[config.mk]
export PLATFORM = sky130hd
export DESIGN_NAME = fifo_burst_reader_flat
export DESIGN_NICKNAME = d
export VERILOG_FILES = /design/src/rtl/fifo_burst_reader_if.sv /design/src/rtl/fifo_burst_reader.sv /design/src/flat_wrapper.sv
export SDC_FILE = /design/constraint.sdc
export NUM_CORES = 1
export LEC_CHECK = 0
export CAP_MARGIN = 20
export CORE_UTILIZATION = 40
export DETAILED_ROUTE_END_ITERATION = 7
export PLACE_DENSITY_LB_ADDON = 0.25
export SETUP_SLACK_MARGIN = 0.05
export SLEW_MARGIN = 5
export SYNTH_ARGS = -nofsm -noshare
export SYNTH_HDL_FRONTEND = slang
export SYNTH_SLANG_ARGS = --single-unit
export TNS_END_PERCENT = 20
[constraint.sdc]
create_clock -name i_sys_clk -period 4.1 [get_ports i_sys_clk]
set_input_delay 0.82 -clock i_sys_clk [delete_from_list [all_inputs] [get_ports i_sys_clk]]
set_output_delay 0.82 -clock i_sys_clk [all_outputs]
set_load 0.03 [all_outputs]
[src/rtl/fifo_burst_reader_if.sv]
// FIFO read-port and downstream valid/ready stream bundle for fifo_burst_reader.
// master = the burst reader, slave = the FIFO plus downstream consumer side.
interface fifo_burst_reader_if #(
  parameter int DATA_W = 16
);
  logic [DATA_W-1:0] i_fifo_dout;
  logic              i_fifo_empty;
  logic              o_fifo_rd_en;
  logic [DATA_W-1:0] o_m_data;
  logic              o_m_valid;
  logic              i_m_ready;

  modport master (
    input  i_fifo_dout, i_fifo_empty, i_m_ready,
    output o_fifo_rd_en, o_m_data, o_m_valid
  );

  modport slave (
    output i_fifo_dout, i_fifo_empty, i_m_ready,
    input  o_fifo_rd_en, o_m_data, o_m_valid
  );
endinterface

[src/rtl/fifo_burst_reader.sv]
// Drains a fixed-length burst from a synchronous FIFO through a 2-entry skid buffer,
// counting and checksumming the words. Define FIFO_RD_FWFT_EN for a first-word-fall-through FIFO.
//
// state | meaning
// IDLE  | waiting for i_start
// READ  | issuing FIFO reads and handing words downstream
// DONE  | one-cycle end-of-burst pulse
module fifo_burst_reader #(
  parameter int DATA_W    = 16,
  parameter int BURST_LEN = 256,
  parameter int CNT_W     = 9
) (
  input  logic               i_sys_clk,
  input  logic               i_rst_n,
  input  logic               i_start,
  fifo_burst_reader_if.master bus,
  output logic               o_busy,
  output logic               o_done,
  output logic [CNT_W-1:0]   o_word_cnt,
  output logic [15:0]        o_checksum
);
  typedef enum logic [1:0] {IDLE, READ, DONE} state_t;

  localparam logic [CNT_W-1:0] LEN  = CNT_W'(BURST_LEN);
  localparam logic [CNT_W-1:0] LAST = CNT_W'(BURST_LEN - 1);

  state_t            state_q, state_d;
  logic [CNT_W-1:0]  rem_cnt_q;
  logic [1:0]        occ_q;
  logic [1:0]        push_idx;
  logic [DATA_W-1:0] skid_q [2];
  logic              pop, push, inflight, rd_en;

  assign bus.o_m_valid = (occ_q != 2'd0);
  assign bus.o_m_data  = skid_q[0];
  assign pop           = bus.o_m_valid & bus.i_m_ready;

`ifdef FIFO_RD_FWFT_EN
  // Word is already on i_fifo_dout; rd_en only acknowledges it.
  assign inflight = 1'b0;
  assign push     = rd_en;
`else
  logic inflight_q;

  always_ff @(posedge i_sys_clk or negedge i_rst_n) begin
    if (!i_rst_n) inflight_q <= 1'b0;
    else          inflight_q <= rd_en;
  end

  assign inflight = inflight_q;
  assign push     = inflight_q;
`endif

  // Reads are throttled so skid entries plus in-flight words never exceed two.
  assign rd_en = (state_q == READ) & ~bus.i_fifo_empty & (rem_cnt_q != '0) &
                 (({1'b0, occ_q} + {2'b00, inflight}) < (3'd2 + {2'b00, pop}));
  assign bus.o_fifo_rd_en = rd_en;

  always_ff @(posedge i_sys_clk or negedge i_rst_n) begin
    if (!i_rst_n) state_q <= IDLE;
    else          state_q <= state_d;
  end

  always_comb begin
    state_d = state_q;
    o_busy  = 1'b0;
    o_done  = 1'b0;
    case (state_q)
      IDLE: if (i_start) state_d = READ;
      READ: begin
        o_busy = 1'b1;
        if (pop && (o_word_cnt == LAST)) state_d = DONE;
      end
      DONE: begin
        o_done  = 1'b1;
        state_d = IDLE;
      end
      default: state_d = IDLE;
    endcase
  end

  always_ff @(posedge i_sys_clk or negedge i_rst_n) begin
    if (!i_rst_n) begin
      rem_cnt_q  <= '0;
      o_word_cnt <= '0;
      o_checksum <= '0;
    end else if ((state_q == IDLE) && i_start) begin
      rem_cnt_q  <= LEN;
      o_word_cnt <= '0;
      o_checksum <= '0;
    end else begin
      if (rd_en) rem_cnt_q <= rem_cnt_q - 1'b1;
      if (pop) begin
        o_word_cnt <= o_word_cnt + 1'b1;
        o_checksum <= o_checksum + skid_q[0][15:0];
      end
    end
  end

  // The incoming word lands behind whatever remains after this cycle's pop.
  assign push_idx = occ_q - {1'b0, pop};

  always_ff @(posedge i_sys_clk or negedge i_rst_n) begin
    if (!i_rst_n) begin
      skid_q[0] <= '0;
      skid_q[1] <= '0;
      occ_q     <= 2'd0;
    end else begin
      if (pop) skid_q[0] <= skid_q[1];
      if (push) begin
        if (push_idx == 2'd0) skid_q[0] <= bus.i_fifo_dout;
        else                  skid_q[1] <= bus.i_fifo_dout;
      end
      occ_q <= occ_q + {1'b0, push} - {1'b0, pop};
    end
  end
endmodule
[src/flat_wrapper.sv]
// flat-port wrapper written by rule: the top's interface ports become plain ports
module fifo_burst_reader_flat 
#(
  parameter int DATA_W    = 16,
  parameter int BURST_LEN = 256,
  parameter int CNT_W     = 9
)
  (i_sys_clk, i_rst_n, i_start, o_busy, o_done, o_word_cnt, o_checksum, bus_i_fifo_dout, bus_i_fifo_empty, bus_i_m_ready, bus_o_fifo_rd_en, bus_o_m_data, bus_o_m_valid);
  fifo_burst_reader_if #(.DATA_W(DATA_W)) bus_i ();
  input  logic i_sys_clk;
  input  logic i_rst_n;
  input  logic i_start;
  output logic o_busy;
  output logic o_done;
  output logic [CNT_W-1:0] o_word_cnt;
  output logic [15:0] o_checksum;
  input wire logic [$bits(bus_i.i_fifo_dout)-1:0] bus_i_fifo_dout;
  input wire logic [$bits(bus_i.i_fifo_empty)-1:0] bus_i_fifo_empty;
  input wire logic [$bits(bus_i.i_m_ready)-1:0] bus_i_m_ready;
  output wire logic [$bits(bus_i.o_fifo_rd_en)-1:0] bus_o_fifo_rd_en;
  output wire logic [$bits(bus_i.o_m_data)-1:0] bus_o_m_data;
  output wire logic [$bits(bus_i.o_m_valid)-1:0] bus_o_m_valid;
  assign bus_i.i_fifo_dout = bus_i_fifo_dout;
  assign bus_i.i_fifo_empty = bus_i_fifo_empty;
  assign bus_i.i_m_ready = bus_i_m_ready;
  assign bus_o_fifo_rd_en = bus_i.o_fifo_rd_en;
  assign bus_o_m_data = bus_i.o_m_data;
  assign bus_o_m_valid = bus_i.o_m_valid;
  fifo_burst_reader #(.DATA_W(DATA_W), .BURST_LEN(BURST_LEN), .CNT_W(CNT_W)) u_core (.i_sys_clk(i_sys_clk), .i_rst_n(i_rst_n), .i_start(i_start), .bus(bus_i), .o_busy(o_busy), .o_done(o_done), .o_word_cnt(o_word_cnt), .o_checksum(o_checksum));
endmodule
# After elaboration in Yosys (flattened, before gate mapping)
# Cells that the tools add are included.
# totals
input_bits	21
output_inout_bits	45
word_cells	53
reg_bits	71
# classes
mux	15
bitwise_logic	6
magnitude_cmp	1
eq_ne	5
reduce_logical	10
addsub	8
# op_table
operator	n
$mux W16	5
$mux W9	4
$mux W32	1
$add A16 B16 Y16	1
$add A9 B1 Y9 const B	1
$eq A9 B8 Y1 const B	1
$reduce_bool A9 Y1	1
$sub A9 B1 Y9 const B	1
$reduce_bool A2 Y1	3
$and A1 B1 Y1	4
$logic_not A2 Y1	2
$mux W2	2
$ne A2 B2 Y1 const B	2
$pmux W2 S2	1
$reduce_and A2 Y1	2
$sub A2 B1 Y2	2
$add A2 B1 Y3	1
$add A2 B1 Y3 const A	1
$lt A3 B3 Y1	1
$add A2 B1 Y2	1
$eq A2 B1 Y1 const B	1
$eq A2 B2 Y1 const B	1
$logic_and A1 B1 Y1	2
$mux W1	2
$not A1 Y1	2

# Logic depth before layout (Yosys ltp)
# Gate-level depths: netlist of run 1.
# depth
ltp_word	7
ltp_mapped	10
depth_no_buf	9

# Least setup slack after synthesis of run 1
# Ideal clock, no wire load.
# synth_timing
path_type	input-to-reg
from	in bus_i_m_ready
to	reg u_core.skid_q[10] in the netlist's numbering
setup_slack_ps	1247
arrival_time_ps	2728
cell_stages	9
path_cell_list	o21ai_2 -> inv_1 -> buf_2 -> buf_1 -> ha_1 -> inv_1 -> o21ai_1 -> buf_2 -> mux2_2
# synth_between
elab_chain_len	5
# synth_rtl
element	line_no	text
start: declaration	flat_wrapper.sv:19	input wire logic [$bits(bus_i.i_m_ready)-1:0] bus_i_m_ready;
$and A1 B1 Y1	fifo_burst_reader.sv:36	assign pop = bus.o_m_valid & bus.i_m_ready;
$sub A2 B1 Y2	fifo_burst_reader.sv:101	assign push_idx = occ_q - {1'b0, pop};
$logic_not A2 Y1	fifo_burst_reader.sv:111	if (push_idx == 2'd0) skid_q[0] <= bus.i_fifo_dout;
$not A1 Y1 (no line)	--	
$reduce_and A2 Y1 (no line)	--	
end: declaration	fifo_burst_reader.sv:31	logic [DATA_W-1:0] skid_q [2];
# No other way between the ends.
# A chain may end at the register's enable or synchronous reset.

# Final worst setup path of run 1
# layout_timing
from	in bus_i_m_ready
to	out bus_o_fifo_rd_en
# layout_between
elab_chain_len	4
# layout_rtl
element	line_no	text
$and A1 B1 Y1	fifo_burst_reader.sv:36	
$add A2 B1 Y3	fifo_burst_reader.sv:56	(({1'b0, occ_q} + {2'b00, inflight}) < (3'd2 + {2'b00, pop}));
$lt A3 B3 Y1	fifo_burst_reader.sv:56	
$and A1 B1 Y1	fifo_burst_reader.sv:55	assign rd_en = (state_q == READ) & ~bus.i_fifo_empty & (rem_cnt_q != '0) &
end: declaration	flat_wrapper.sv:20	output wire logic [$bits(bus_i.o_fifo_rd_en)-1:0] bus_o_fifo_rd_en;
# No other way between the ends.

==> summary.md, run 1 <==
| Metric | Value |
|---|---|
| Fill cells | a little over 900 |
| Die width | ~100 µm |
| Setup TNS | 0 ns |
| Placement Rows | 36 |
| CTS clk-pin slew, worst paths | 0.08 ns |
| Worst EP required | between 3 and 4 ns |
| Clock skew | 0.00924 ns |
| Net Switching | between 1.5 and 2 mW |
| P per Cell Area | 919 mW/mm² |
| Register area share after synthesis | 0.447 |
| CTS tree | done |
| Largest net degree at the start of global routing | between 40 and 50 |
| Final HPWL DP | 6150 µm |
| Hold buffers post-CTS | 0 |
| Vias | 3086 |
| Switching share of power | 0.434 |
| Initial antenna violation count | 0 |
| R2R Setup Slk | 1.75 ns |
| # clock sinks | 71 |
| Hold Path Class | reg2reg |
| Peak fanout along the critical path | 7 |
| Syn Inst Count | ~410 |
| Actual slew at the worst max-slew pin | ~0.77 ns |
| N_diodes | 0 |
| Sequential power share | 0.294 |
| I/O pin cnt | 66 |
| Drt wl/cell | approximately 14 µm |
| CORE AREA | 0.00968 mm² |
| H-tree level count | 3 |
| Die height | a little over 100 µm |
| Clock share of power | 0.151 |
| Commonest non-fill, non-tap cell in the layout | dfrtp_1 |
| Worst-path cell chain | clkdlybuf4s50_1 -> o21ai_2 -> o21ai_2 -> nand3_1 -> inv_1 -> clkdlybuf4s50_1 |
| Post-route DRC violation count | 0 |
| Yosys warns | 0 |
| IO buf count | 65 |
| Pins Over Slew Limit | 0 |
| Drt via density | 5.15 |
| Routability cong. | around 0.86 |
| Clock Tree Buf Depth | 2 |
| FF+latch area | approximately 0.0018 mm² |
| Crit-path slowest cell | clkdlybuf4s50_1 |
| Maxcap violations | 0 |
| Mapped Nets | roughly 450 |
| Nets | 506 |
| Combinational share of power | 0.555 |
| Crit path DAT | 2.59 ns |
| Area delta synth->final | 23.5% |
| Leading area contributor after synthesis | dfrtp_1 |
| Vias in the first global route | a little under 3k |
| Post-Synthesis Cell Area | around 0.0040 mm² |
| Final period utilization | 0.833 |
| Die ar. | around 0.010 mm² |
| Bufs and invs on worst path | 3 |
| Final hold violation count | 0 |
| Antenna Violating Nets Remaining | 0 |
| Starting density of the core | 0.411 |
| Int Power | between 2 and 3 mW |
| Multi-input gate area | roughly 0.002 mm² |
| Critical Path End Type | output port |
| Layout Cells excl Fill | between 500 and 600 |
| First-pass GRT wire length | approximately 14000 µm |
| Prevailing post-synth register cell | dfrtp_1 |
| RSZ-0062 raised after global routing | no |
| Startpoint type of the worst setup path | primary input |
| Setup bufs post-CTS | 0 |
| Leakage Power | about 2.1 nW |
| Drt pass-1 iters | 4 |
| CTS buffer count | 9 |
| Kind of critical path | in2out |
| Overflow after GRT | 0 |
| Max frequency | just under 0.3 GHz |
| Status | complete, no violations |
| Cells after DPL | around 580 |
| Initial DRC count | 91 |
| Clk_lat worst skew | 0.33 ns |
| Root Buffer | clkbuf_8 |
| Number of synthesized register bits | between 70 and 80 |
| Share of cells above drive strength 1 | 0.0987 |
| Share of the synthesized area in the top cell type | 0.447 |
| Synth area leaders | dfrtp_1 45%, ha_1 6.9%, nand2_1 4.9%, mux2_2 4.8%, o21ai_0 4.4% |
| VDD IR-drop max | between 0.4 and 0.5 mV |
| Post-synth ARST share | 1.00 |
| # resized after CTS | 0 |
| Tmin final | 3.41 ns |
| All-Layer GR Usage | 0.179 |
| Post-route core utilization | 0.507 |
| Slowest stage delay, CP | between 0.6 and 0.7 ns |
| Syn_area_per_cell | 9.73 µm² |
| Most frequent cells in the layout | 71 x dfrtp_1, 64 x clkdlybuf4s50_1, 52 x nand2_1 |
| Routed wire length | between 8000 and 9000 µm |
| Finish-stage setup viols | 0 |
| Number of synthesized flops with an enable pin | 0 |
| Min Hold Slack | 0.475 ns |
| Relative slew slack | 0.484 |
| CP top delay family | buffers and inverters |
| Distinct cells, synth | 49 |
power groups by stage:
| stage | clock [mW] | sequential, mW | combinational [mW] |
|---|---|---|---|
| finish | 0.683 | 1.33 | 2.51 |
| global route | 0.721 | 1.38 | 2.78 |
| CTS | 0.697 | 1.33 | 2.52 |
| detailed placement | 0 | 1.34 | 2.51 |
| global placement | 0 | 1.33 | 2.46 |
| floorplan | 0 | 1.44 | 1.74 |
Yosys cell counts (4+ instances only):
library cell	count
a21o_1	6
nand2_1	52
nor2_1	27
nand4_1	6
buf_2	4
ha_1	22
inv_1	12
nor3b_1	7
xor2_1	10
nand3_1	9
and3_1	5
mux2_2	17
mux2i_1	17
clkbuf_1	9
or3_1	4
buf_4	16
dfrtp_1	71
xnor2_1	6
o21ai_0	35
a211oi_1	6
a21oi_1	25
nor3_1	8
cells by family after synthesis:
logic type	share of synthesized area
AO/OA/AOI/OAI	0.142
XOR/XNOR	0.0352
adder cells (fa/ha/maj)	0.0742
buffers and inverters	0.0560
flip-flops	0.447
multiplexers	0.0909
AND/OR/NAND/NOR	0.155
layout make-up:
cell class / instances / area share
flip-flops and latches: 71 / 0.362
repair buffers: 72 / 0.142
well taps: 133 / 0.0339
inverters: 12 / 0.00917
multi-input cells: 296 / 0.404
clock buffers: 10 / 0.0280
clock inverters: 5 / 0.0216
state kept, by name, summed over array words and instances (netlist names):
register and flops:
u_core.bus.o_m_data 16, u_core.state_q 2, u_core.occ_q 2, u_core.rem_cnt_q 9, u_core.skid_q 16, u_core.o_word_cnt 9, u_core.o_checksum 16, u_core.inflight 1
metal layers:
layer	up-vias	part of all wire	track usage
li1	1545	-	-
met4	0	0.0033	0.0658
met3	2	0.044	0.0352
met5	-	0	0
met2	72	0.46	0.275
met1	1467	0.49	0.249
per-stage QoR:
stage	worst slack (ns)	area, µm²	power (mW)
2_1_floorplan	1.25	3980	3.17
3_5_place_dp	0.680	4670	3.85
5_1_grt	0.559	4910	4.88
6_report	0.686	4910	4.52
4_1_cts	0.673	4910	4.54
3_3_place_gp	0.727	4670	3.78
path summary, 6_finish.rpt:
check                                        endpoint  cells after the start               startpoint
worst max-delay path                 bus_o_fifo_rd_en                      6            bus_i_m_ready
worst min-delay path              u_core.rem_cnt_q[8]                      1      u_core.rem_cnt_q[8]
worst max register to register  u_core.o_checksum[15]                      7  u_core.bus.o_m_data[10]
max in group asynchronous           u_core.skid_q[11]                      2                  i_rst_n
worst min register to register    u_core.rem_cnt_q[8]                      1      u_core.rem_cnt_q[8]
min in group asynchronous        u_core.o_word_cnt[6]                      1                  i_rst_n
Power figures use the tool's default switching activity.
==> run 2: changes to the inputs <==
==> constraint.sdc (replaced) <==
create_clock -name i_sys_clk -period 3.44 [get_ports i_sys_clk]
set_input_delay 0.688 -clock i_sys_clk [delete_from_list [all_inputs] [get_ports i_sys_clk]]
set_output_delay 0.688 -clock i_sys_clk [all_outputs]
set_load 0.03 [all_outputs]
==> run 2 against run 1 <==
Sequential power increased by 18%. Core utilization unchanged. Via count increased by 0.55%. Clock skew increased by 0.0010 ns. Worst setup slack got worse by 0.34 ns. First-iteration DRC count increased by 18%. Combinational power increased by 20%. Non-clock buffer count unchanged. Cell area unchanged. Cell count increased by 0.17%. Critical path type unchanged.
==> summary.md, run 2 (same netlist as run 1, synthesis figures left out) <==
| Metric | Value |
|---|---|
| Crit path DAT | 2.40 ns (-0.19 ns) |
| Pins Over Slew Limit | 0 (unchanged) |
| GR Util met3 | 0.0380 (+0.00276) |
| # clock sinks | 71 (unchanged) |
| Most frequent cells in the layout | 71 x dfrtp_1, 64 x clkdlybuf4s50_1, 52 x nand2_1 |
| Initial DRC count | 107 (+18%) |
| Overflow after GRT | 0 (unchanged) |
| Vias in the first global route | 3075 (+3.1%) |
| Gr busiest metal | met2 |
| Max frequency | between 0.3 and 0.4 GHz |
| Nets | 506 (unchanged) |
| All-Layer GR Usage | 0.181 (+0.00219) |
| Clock skew | 0.0103 ns (+0.00101 ns) |
| Drt pass-1 iters | 4 (unchanged) |
| CTS clk-pin slew, worst paths | 0.08 ns (about the same) |
| Drt via density | 5.17 (+0.38%) |
| VDD IR-drop max | 0.532 mV (+22%) |
| CTS buffer count | 9 (unchanged) |
| Vias | 3103 (+0.55%) |
| Antenna Violating Nets Remaining | 0 (unchanged) |
| Relative slew slack | 0.463 (-0.0214) |
| N_diodes | 0 (unchanged) |
| Final HPWL DP | 6200 µm (+0.80%) |
| Largest net degree at the start of global routing | 48 (unchanged) |
| Total power | 5.37 mW (+19%) |
| Commonest non-fill, non-tap cell in the layout | dfrtp_1 |
| Finish-stage setup viols | 0 (unchanged) |
| CTS tree | done |
| P per Cell Area | 1090 mW/mm² (+19%) |
| Routed wire length | 8680 µm (+1.7%) |
| Leakage Power | 2.11 nW (about the same) |
| Post-route DRC violation count | 0 (unchanged) |
| Tmin final | slightly above 3 ns |
| Hold buffers post-CTS | 0 (unchanged) |
| Met2 usage | 0.282 (+0.00728) |
| Setup bufs post-CTS | 0 (unchanged) |
| Status | complete, no violations |
| Share of cells above drive strength 1 | 0.0985 (-0.000211) |
| Area delta synth->final | 23.5% (unchanged) |
| Starting density of the core | 0.411 (unchanged) |
| Worst EP required | 2.75 ns (-0.53 ns) |
| GRT met1 Usage | 0.252 (+0.00208) |
| Placement Rows | 36 (unchanged) |
| Die height | 102 µm (unchanged) |
| Die ar. | 0.0103 mm² (unchanged) |
| Final hold violation count | 0 (unchanged) |
| RSZ-0062 raised after global routing | no |
| Drt wl/cell | 14.5 µm (+1.5%) |
| H-tree level count | 3 (unchanged) |
| Critical Path End Type | output port |
| Routability cong. | 0.839 (-2.8%) |
| Clk_lat worst skew | 0.34 ns (about the same) |
| Kind of critical path | in2out |
| Clock Tree Buf Depth | 2 (unchanged) |
| Initial antenna violation count | 0 (unchanged) |
| Setup TNS | 0 ns (unchanged) |
| Hold Path Class | in2async |
| Peak fanout along the critical path | 5 (-2) |
| CORE AREA | 0.00968 mm² (unchanged) |
| Final period utilization | 0.898 |
| Maxcap violations | 0 (unchanged) |
| Die width | 102 µm (unchanged) |
| # resized after CTS | 0 (unchanged) |
| IO buf count | 65 (unchanged) |
| Root Buffer | clkbuf_8 |
| I/O pin cnt | 66 (unchanged) |
| Startpoint type of the worst setup path | primary input |
| Actual slew at the worst max-slew pin | 0.806 ns (+0.0321 ns) |
| First-pass GRT wire length | 14600 µm (+2.6%) |
-- run 2: changes by cell type in the layout (fill, tap and decap cells not counted) --
cell,change
buf_4,-1
clkbuf_8,+1
clkinv_4,-1
buf_12,+1
clkbuf_1,+1
bufinv_16,-1
inv_6,+1
-- run 2: worst paths after layout --
kind / start / cells after the start / slack [ns] / endpoint
max in group asynchronous: i_rst_n / 2 / 2.32 / u_core.o_checksum[8]
min reg2reg: u_core.rem_cnt_q[8] / 1 / 0.49 / u_core.rem_cnt_q[8]
max reg2reg: u_core.occ_q[1] / 8 / 1.10 / u_core.skid_q[11]
min: i_rst_n / 1 / 0.43 / u_core.o_word_cnt[6]
min in group i_sys_clk: u_core.rem_cnt_q[8] / 1 / 0.49 / u_core.rem_cnt_q[8]
max: bus_i_m_ready / 6 / 0.35 / bus_o_fifo_rd_en
-- run 2: per-stage QoR --
stage	hold WS [ns]	std cells	setup WS, ns	utilization	area, µm²
2_1_floorplan	0.392	409	0.719	-	3980
3_3_place_gp	0.472	584	0.446	0.483	4680
3_5_place_dp	0.483	584	0.361	0.483	4680
4_1_cts	0.455	600	0.351	0.507	4910
5_1_grt	0.494	600	0.205	0.507	4910
6_report	0.428	600	0.350	0.507	4910
-- run 2: layout make-up --
cell class                      count  area, µm²
Tap cell                          133        166
Timing Repair Buffer               72        711
Clock buffer                       12        155
Multi-Input combinational cell    296       1980
Inverter                           12       45.0
Clock inverter                      4       76.3
Sequential cell                    71       1780
Fill cell                         898       4770
-- run 2: where the power goes --
| part | internal [mW] | switching [mW] | leakage (nW) |
|---|---|---|---|
| Sequential | 1.23 | 0.348 | 0.864 |
| Combinational | 1.33 | 1.69 | 1.13 |
| Clock | 0.451 | 0.319 | 0.113 |
| Total | 3.01 | 2.36 | 2.11 |
-- run 2: worst max-delay path, cell delays in order --
cell and delay (ns):
clkdlybuf4s50_1 0.48, o21ai_2 0.08, o21ai_2 0.17, nand3_1 0.14, inv_1 0.16, clkdlybuf4s50_1 0.69
-- run 2: layer usage --
metal / wire length (µm) / share of wire / vias up
li1: - / - / 1536
met1: 4290 / 0.49 / 1493
met2: 3890 / 0.45 / 63
met3: 379 / 0.044 / 11
met4: 123 / 0.014 / 0
met5: 0 / 0 / -
